==> src/rtl/router_pkg.sv <==
// Shared types and helpers for the router packet transmitter.
package router_pkg;

  localparam int unsigned ADDR_W = 2;
  localparam int unsigned LEN_W  = 6;
  localparam int unsigned BYTE_W = 8;

  localparam logic [ADDR_W-1:0] ADDR_INVALID = 2'b11;

  typedef enum logic [2:0] {
    IDLE    = 3'd0,
    HEADER  = 3'd1,
    PAYLOAD = 3'd2,
    PARITY  = 3'd3,
    CHECK   = 3'd4,
    GAP     = 3'd5
  } state_t;

  typedef struct packed {
    logic [ADDR_W-1:0] addr;
    logic [LEN_W-1:0]  len;
    logic              bad_parity;
  } desc_t;

  // Router header byte: length in the upper six bits, destination in the lower two.
  function automatic logic [BYTE_W-1:0] pack_header(input logic [LEN_W-1:0]  len,
                                                    input logic [ADDR_W-1:0] addr);
    return {len, addr};
  endfunction

  function automatic logic desc_bad(input logic [ADDR_W-1:0] addr,
                                    input logic [LEN_W-1:0]  len);
    return (addr == ADDR_INVALID) || (len == '0);
  endfunction

endpackage

==> src/rtl/router_pkt_tx_if.sv <==
// Descriptor, payload and router-side signals of the packet transmitter.
interface router_pkt_tx_if;
  import router_pkg::*;

  logic              desc_valid;
  logic              desc_ready;
  logic [ADDR_W-1:0] desc_addr;
  logic [LEN_W-1:0]  desc_len;
  logic              desc_bad_parity;
  logic              pl_valid;
  logic              pl_ready;
  logic [BYTE_W-1:0] pl_data;
  logic              busy;
  logic              err;
  logic              packet_valid;
  logic [BYTE_W-1:0] data;
  logic              done;
  logic              done_err;
  logic              desc_reject;

  modport master (
    input  desc_valid, desc_addr, desc_len, desc_bad_parity,
    input  pl_valid, pl_data, busy, err,
    output desc_ready, pl_ready, packet_valid, data,
    output done, done_err, desc_reject
  );

  modport slave (
    output desc_valid, desc_addr, desc_len, desc_bad_parity,
    output pl_valid, pl_data, busy, err,
    input  desc_ready, pl_ready, packet_valid, data,
    input  done, done_err, desc_reject
  );

endinterface

==> src/rtl/router_parity_acc.sv <==
// Running 8-bit XOR accumulator; clear beats seed beats accumulate.
module router_parity_acc
  import router_pkg::*;
(
  input  logic              clock,
  input  logic              reset,
  input  logic              clear,
  input  logic              seed_en,
  input  logic [BYTE_W-1:0] seed,
  input  logic              en,
  input  logic [BYTE_W-1:0] din,
  output logic [BYTE_W-1:0] acc
);

  always_ff @(posedge clock or posedge reset) begin
    if (reset) begin
      acc <= '0;
    end else if (clear) begin
      acc <= '0;
    end else if (seed_en) begin
      acc <= seed;
    end else if (en) begin
      acc <= acc ^ din;
    end
  end

endmodule

==> src/rtl/router_pkt_tx.sv <==
// Serialises descriptor + payload into router packets (header, payload, parity),
// honouring busy back-pressure and reporting the router err response per packet.
module router_pkt_tx
  import router_pkg::*;
#(
  parameter int unsigned GAP_CYCLES = 2,
  parameter int unsigned ERR_WINDOW = 4
) (
  input  logic            clock,
  input  logic            reset,
  router_pkt_tx_if.master bus
);

  localparam int unsigned IDLE_MAX = (ERR_WINDOW > GAP_CYCLES) ? ERR_WINDOW : GAP_CYCLES;
  localparam int unsigned CNT_W    = $clog2(IDLE_MAX + 1) + 1;

  state_t state, state_nx;

  logic [BYTE_W-1:0] data_q, data_d;
  logic              pv_q, pv_d;
  logic              done_q, done_d;
  logic              done_err_q, done_err_d;
  logic              rej_q, rej_d;
  logic              bad_par_q, bad_par_d;
  logic [LEN_W-1:0]  cnt_q, cnt_d;
  logic [CNT_W-1:0]  idle_q, idle_d, idle_inc;
  logic              err_q, err_d;

  logic              desc_ready_c;
  logic              pl_ready_c;
  logic              accept_c;
  logic              bad_c;
  logic              win_done_c;
  logic              gap_done_c;
  desc_t             desc_in;

  logic              par_clear, par_seed, par_en;
  logic [BYTE_W-1:0] par_acc;

  assign desc_in = '{addr: bus.desc_addr, len: bus.desc_len, bad_parity: bus.desc_bad_parity};

  assign desc_ready_c = (state == IDLE) && !bus.busy && !reset;
  assign pl_ready_c   = ((state == HEADER) || (state == PAYLOAD)) && !bus.busy && (cnt_q != '0);
  assign accept_c     = bus.desc_valid && desc_ready_c;
  assign bad_c        = desc_bad(desc_in.addr, desc_in.len);

  // One idle counter covers both the err window and the inter-packet gap.
  assign idle_inc   = (32'(idle_q) >= IDLE_MAX) ? idle_q : idle_q + CNT_W'(1);
  assign win_done_c = (idle_q == CNT_W'(ERR_WINDOW - 1));
  assign gap_done_c = (32'(idle_q) + 32'd1) >= 32'(GAP_CYCLES);

  router_parity_acc u_parity (
    .clock   (clock),
    .reset   (reset),
    .clear   (par_clear),
    .seed_en (par_seed),
    .seed    (pack_header(desc_in.len, desc_in.addr)),
    .en      (par_en),
    .din     (bus.pl_data),
    .acc     (par_acc)
  );

  always_ff @(posedge clock or posedge reset) begin
    if (reset) begin
      state <= IDLE;
    end else begin
      state <= state_nx;
    end
  end

  always_comb begin
    state_nx = state;
    case (state)
      IDLE:    if (accept_c && !bad_c) state_nx = HEADER;
      HEADER:  if (!bus.busy) state_nx = PAYLOAD;
      PAYLOAD: if (!bus.busy && (cnt_q == '0)) state_nx = PARITY;
      PARITY:  if (!bus.busy) state_nx = CHECK;
      CHECK:   if (win_done_c) state_nx = GAP;
      GAP:     if (gap_done_c) state_nx = IDLE;
      default: state_nx = IDLE;
    endcase
  end

  // Next values of the registered outputs and datapath.
  always_comb begin
    data_d     = data_q;
    pv_d       = pv_q;
    done_d     = 1'b0;
    done_err_d = 1'b0;
    rej_d      = 1'b0;
    bad_par_d  = bad_par_q;
    cnt_d      = cnt_q;
    idle_d     = idle_q;
    err_d      = err_q;
    par_clear  = 1'b0;
    par_seed   = 1'b0;
    par_en     = 1'b0;
    case (state)
      IDLE: begin
        data_d = '0;
        pv_d   = 1'b0;
        if (accept_c) begin
          if (bad_c) begin
            rej_d = 1'b1;
          end else begin
            bad_par_d = desc_in.bad_parity;
            cnt_d     = desc_in.len;
            data_d    = pack_header(desc_in.len, desc_in.addr);
            pv_d      = 1'b1;
            par_seed  = 1'b1;
          end
        end
      end
      HEADER, PAYLOAD: begin
        // The next byte loads on the same edge that consumes the current one.
        if (!bus.busy) begin
          if (cnt_q == '0) begin
            data_d = par_acc ^ {BYTE_W{bad_par_q}};
            pv_d   = 1'b0;
          end else if (bus.pl_valid) begin
            data_d = bus.pl_data;
            pv_d   = 1'b1;
            cnt_d  = cnt_q - LEN_W'(1);
            par_en = 1'b1;
          end else begin
            pv_d = 1'b0;
          end
        end
      end
      PARITY: begin
        if (!bus.busy) begin
          data_d = '0;
          idle_d = '0;
          err_d  = 1'b0;
        end
      end
      CHECK: begin
        err_d  = err_q | bus.err;
        idle_d = idle_inc;
        if (win_done_c) begin
          done_d     = 1'b1;
          done_err_d = err_q | bus.err;
        end
      end
      GAP: begin
        idle_d = idle_inc;
        if (gap_done_c) par_clear = 1'b1;
      end
      default: begin
        data_d = '0;
        pv_d   = 1'b0;
      end
    endcase
  end

  always_ff @(posedge clock or posedge reset) begin
    if (reset) begin
      data_q     <= '0;
      pv_q       <= 1'b0;
      done_q     <= 1'b0;
      done_err_q <= 1'b0;
      rej_q      <= 1'b0;
      bad_par_q  <= 1'b0;
      cnt_q      <= '0;
      idle_q     <= '0;
      err_q      <= 1'b0;
    end else begin
      data_q     <= data_d;
      pv_q       <= pv_d;
      done_q     <= done_d;
      done_err_q <= done_err_d;
      rej_q      <= rej_d;
      bad_par_q  <= bad_par_d;
      cnt_q      <= cnt_d;
      idle_q     <= idle_d;
      err_q      <= err_d;
    end
  end

  assign bus.desc_ready   = desc_ready_c;
  assign bus.pl_ready     = pl_ready_c;
  assign bus.packet_valid = pv_q;
  assign bus.data         = data_q;
  assign bus.done         = done_q;
  assign bus.done_err     = done_err_q;
  assign bus.desc_reject  = rej_q;

endmodule

==> src/flat_wrapper.sv <==
// flat-port wrapper written by rule: the top's interface ports become plain ports
module router_pkt_tx_flat import router_pkg::*;
#(
  parameter int unsigned GAP_CYCLES = 2,
  parameter int unsigned ERR_WINDOW = 4
)
  (clock, reset, bus_desc_valid, bus_desc_addr, bus_desc_len, bus_desc_bad_parity, bus_pl_valid, bus_pl_data, bus_busy, bus_err, bus_desc_ready, bus_pl_ready, bus_packet_valid, bus_data, bus_done, bus_done_err, bus_desc_reject);
  router_pkt_tx_if bus_i ();
  input  logic clock;
  input  logic reset;
  input wire logic [$bits(bus_i.desc_valid)-1:0] bus_desc_valid;
  input wire logic [$bits(bus_i.desc_addr)-1:0] bus_desc_addr;
  input wire logic [$bits(bus_i.desc_len)-1:0] bus_desc_len;
  input wire logic [$bits(bus_i.desc_bad_parity)-1:0] bus_desc_bad_parity;
  input wire logic [$bits(bus_i.pl_valid)-1:0] bus_pl_valid;
  input wire logic [$bits(bus_i.pl_data)-1:0] bus_pl_data;
  input wire logic [$bits(bus_i.busy)-1:0] bus_busy;
  input wire logic [$bits(bus_i.err)-1:0] bus_err;
  output wire logic [$bits(bus_i.desc_ready)-1:0] bus_desc_ready;
  output wire logic [$bits(bus_i.pl_ready)-1:0] bus_pl_ready;
  output wire logic [$bits(bus_i.packet_valid)-1:0] bus_packet_valid;
  output wire logic [$bits(bus_i.data)-1:0] bus_data;
  output wire logic [$bits(bus_i.done)-1:0] bus_done;
  output wire logic [$bits(bus_i.done_err)-1:0] bus_done_err;
  output wire logic [$bits(bus_i.desc_reject)-1:0] bus_desc_reject;
  assign bus_i.desc_valid = bus_desc_valid;
  assign bus_i.desc_addr = bus_desc_addr;
  assign bus_i.desc_len = bus_desc_len;
  assign bus_i.desc_bad_parity = bus_desc_bad_parity;
  assign bus_i.pl_valid = bus_pl_valid;
  assign bus_i.pl_data = bus_pl_data;
  assign bus_i.busy = bus_busy;
  assign bus_i.err = bus_err;
  assign bus_desc_ready = bus_i.desc_ready;
  assign bus_pl_ready = bus_i.pl_ready;
  assign bus_packet_valid = bus_i.packet_valid;
  assign bus_data = bus_i.data;
  assign bus_done = bus_i.done;
  assign bus_done_err = bus_i.done_err;
  assign bus_desc_reject = bus_i.desc_reject;
  router_pkt_tx #(.GAP_CYCLES(GAP_CYCLES), .ERR_WINDOW(ERR_WINDOW)) u_core (.clock(clock), .reset(reset), .bus(bus_i));
endmodule
==> config.mk <==
export PLATFORM = sky130hd
export DESIGN_NAME = router_pkt_tx_flat
export DESIGN_NICKNAME = d
export VERILOG_FILES = /design/src/rtl/router_pkg.sv /design/src/rtl/router_pkt_tx_if.sv /design/src/rtl/router_parity_acc.sv /design/src/rtl/router_pkt_tx.sv /design/src/flat_wrapper.sv
export SDC_FILE = /design/constraint.sdc
export NUM_CORES = 1
export LEC_CHECK = 0
export ABC_AREA = 0
export CORE_ASPECT_RATIO = 1.75
export CORE_UTILIZATION = 45
export DETAILED_ROUTE_END_ITERATION = 6
export GPL_TIMING_DRIVEN = 0
export PLACE_DENSITY = 0.75
export SYNTH_ARGS = -nofsm -noshare
export SYNTH_HDL_FRONTEND = slang
export SYNTH_SLANG_ARGS = --single-unit
==> constraint.sdc <==
create_clock -name clock -period 2.6 [get_ports clock]
set_input_delay 0.52 -clock clock [delete_from_list [all_inputs] [get_ports clock]]
set_output_delay 0.52 -clock clock [all_outputs]
set_load 0.02 [all_outputs]
==> impl_metrics.yaml <==
synth:
  synth_adder_area_share_pct: 2.28
  ys_seq_area_share_pct: 39.9
  ys.flop_type: "dfrtp_1"
  yosys.area_share.xor_xnor_pct: 4.39
  synth_top_family_by_area: "compound AO/OA/AOI/OAI gates"
  avgSynthCellArea_um2: 8.75
  async_flop_share_pct: 100
  syn_area_mm2: 0.00220
  syn_nets: 278
  yosys_warnings: 0
  synthSimpleGateAreaFrac_pct: 19.3
  synth.area.mux_share_pct: 3.70
  synth-seq-cells: 35
  ys_types: 46
  synth_edf_count: 0
  synth_compound_area_share_pct: 23.1
  synth_cells: 251
floorplan:
  core-area_mm2: 0.00467
  ioPinCount: 37
  start_util_pct: 47.1
  die_area_mm2: 0.00517
  rows: 33
  die_y_um: 94.4
  die_w_um: 54.8
timing:
  slew_violations: 0
  setup_viol: 0
  tightest_slew_ps: 829
  fin_crit_ps: 2540
  slew_headroom_pct: 44.7
  finalCritPeriodShare_pct: 97.7
  max_freq_ghz: 0.393
  skew_ps: 10.8
  rsz0062_at_grt: "false"
  hold_viol: 0
  hold_ws_ps: 489
run_status:
  status: "finished, final reports clean"
critical_path:
  worstPathMaxFanout: 6
  cp-start-kind: "primary input"
  end_kind: "output port"
  cp.arrival_ps: 2020
  critical_path_class: "in -> out"
  critPathRequiredTime_ps: 2080
global_route:
  grt_usage_pct: 26.7
  grt_first_pass_wirelength_um: 9710
  gr-usage-met1_pct: 29.8
  antenna_found_initial: 0
  grt-ovfl-total: 0
  grt_max_degree: 23
  grt_pass1_vias: 2066
  grt_util_met2_pct: 45.2
  grt-busiest-layer: "met2"
  grtUsageMet3_pct: 4.83
final_layout:
  synthToLayoutAreaGrowth_pct: 25.0
  fin_cells: 348
  fin_nets: 322
  n_fill_cell: 416
  multi_input_area_mm2: 0.00116
  seqCellArea_um2: 876
  antenna_cells: 0
  drive_above_1_share_pct: 8.45
route:
  drt_first_pass_iters: 6
  post_drt_wl_per_cell_um: 17.3
  num_vias: 2056
  antenna_left: 0
  drc: 0
  drtIter0Drc: 84
  viasPerCell: 5.91
  totalWireLength_um: 6040
cts:
  cts_tree: "built"
  clk_path_buf_depth: 2
  cts.sinks: 35
  ctsHtreeMaxLevel: 2
  path_clk_slew_ps: 70
  root_buffer: "clkbuf_8"
  clock_latency_ps: 300
  cts_made_buffers: 5
  cts_hold_buffers: 0
place:
  place_congestion: 0.881
  dp_hpwl_um: 4320
  io_buffers: 36
  place_inst: 340
job:
  cap_violations: 0
power_and_ir_drop:
  ir_worst_vdd_mv: 0.385
  p_per_area_mw_per_mm2: 381
  p_leak_nw: 1.24
hold_path:
  worstHoldPathType: "reg -> reg"
critical path: stages:
cell and delay (ps):
clkdlybuf4s50_1 550, nor2_4 210, and2_1 140, clkdlybuf4s50_1 600
power by group:
| group | leakage (nW) | switching [mW] | internal, mW |
|---|---|---|---|
| combinational | 0.788 | 0.0455 | 0.0492 |
| sequential | 0.414 | 0.00170 | 0.547 |
| clock | 0.0412 | 0.214 | 0.187 |
| total | 1.24 | 0.261 | 0.784 |
cells in the final DEF (no fill, tap or decap), types with 4 or more instances in the layout:
cell type,n
a211o_1,6
a211oi_1,6
a21oi_1,10
a311oi_1,6
a31oi_1,5
clkbuf_1,6
clkbuf_8,5
clkdlybuf4s50_1,35
dfrtp_1,35
ha_1,4
inv_1,21
mux2i_1,7
nand2_1,24
nand3_1,6
nor2_1,26
nor2b_1,4
nor3_1,16
o211ai_1,4
o21ai_0,13
xnor2_1,10
layer usage:
metal	up-vias	routed length [um]
met3	21	299
met4	0	240
met1	988	2350
li1	977	-
met5	-	0
met2	70	3150
layout make-up:
| class | count | share of cell area, % |
|---|---|---|
| Clock buffer | 6 | 2.64 |
| Inverter | 21 | 2.87 |
| Sequential cell | 35 | 31.9 |
| Buffer | 11 | 2.73 |
| Tap cell | 52 | 2.37 |
| Timing Repair Buffer | 39 | 14.6 |
| Multi-Input combinational cell | 182 | 42.4 |
| Clock inverter | 2 | 0.456 |
through the flow:
stage / worst slack (ps) / total power [mW] / TNS (ps) / util (%) / cell area (um^2)
finish: 58.5 / 1.04 / 0 / 58.8 / 2750
global route: 8.74 / 1.07 / 0 / 58.8 / 2750
CTS: 73.4 / 1.05 / 0 / 58.9 / 2750
detailed placement: -296 / 0.654 / -2500 / 56.8 / 2650
global placement: -230 / 0.648 / -1810 / 56.2 / 2620
floorplan: 393 / 0.592 / 0 / - / 2200
cells in the mapped netlist (all sizes together), types with 3 or more instances:
library cell	number	area (um^2)
a211o	6	52.6
a211oi	6	45.0
a21oi	10	50.1
a311oi	6	52.6
a31oi	5	31.3
and2	4	27.5
buf	6	56.3
clkbuf	7	26.3
dfrtp	35	876
ha	4	50.1
inv	21	78.8
mux2i	7	70.1
nand2	24	90.1
nand2b	3	18.8
nand3	6	30.0
nor2	27	104
nor2b	4	25.0
nor3	17	90.1
o211ai	4	30.0
o21ai	13	65.1
xnor2	10	87.6
final timing paths:
| kind | cells past startpoint | end | slack [ps] | start |
|---|---|---|---|---|
| worst max-delay path | 4 | bus_desc_ready | 60 | bus_busy |
| worst min-delay path | 1 | u_core.bus.data[2] | 490 | u_core.bus.data[2] |
| worst max register to register | 10 | u_core.u_parity.acc[1] | 240 | u_core.cnt_q[0] |
| worst min register to register | 1 | u_core.bus.data[2] | 490 | u_core.bus.data[2] |
| max in group asynchronous | 3 | u_core.bus.data[1] | 1410 | reset |
| min in group asynchronous | 2 | u_core.u_parity.acc[6] | 640 | reset |
cells by family (layout without fill, tap and decap cells):
kind of cell / after synthesis / in the layout
XOR/XNOR: 11 / 11
multiplexers: 8 / 8
flip-flops: 35 / 35
AO/OA/AOI/OAI: 68 / 68
buffers and inverters: 34 / 79
adder cells (fa/ha/maj): 4 / 4
AND/OR/NAND/NOR: 91 / 91
sequential cells by signal (all words and copies together), names as in the netlist, 3 cells and up:
register             count
u_core.bus.data          8
u_core.idle_q            4
u_core.state             3
u_core.u_parity.acc      8
u_core.cnt_q             6
what timing repair did:
item / 4_1_cts / 5_1_grt
endpoints found under the setup margin: 2 / 2
setup buffers: 2 / 0
resized for setup: 2 / 0
pin swaps: 1 / 0
Power figures use the tool's default switching activity.
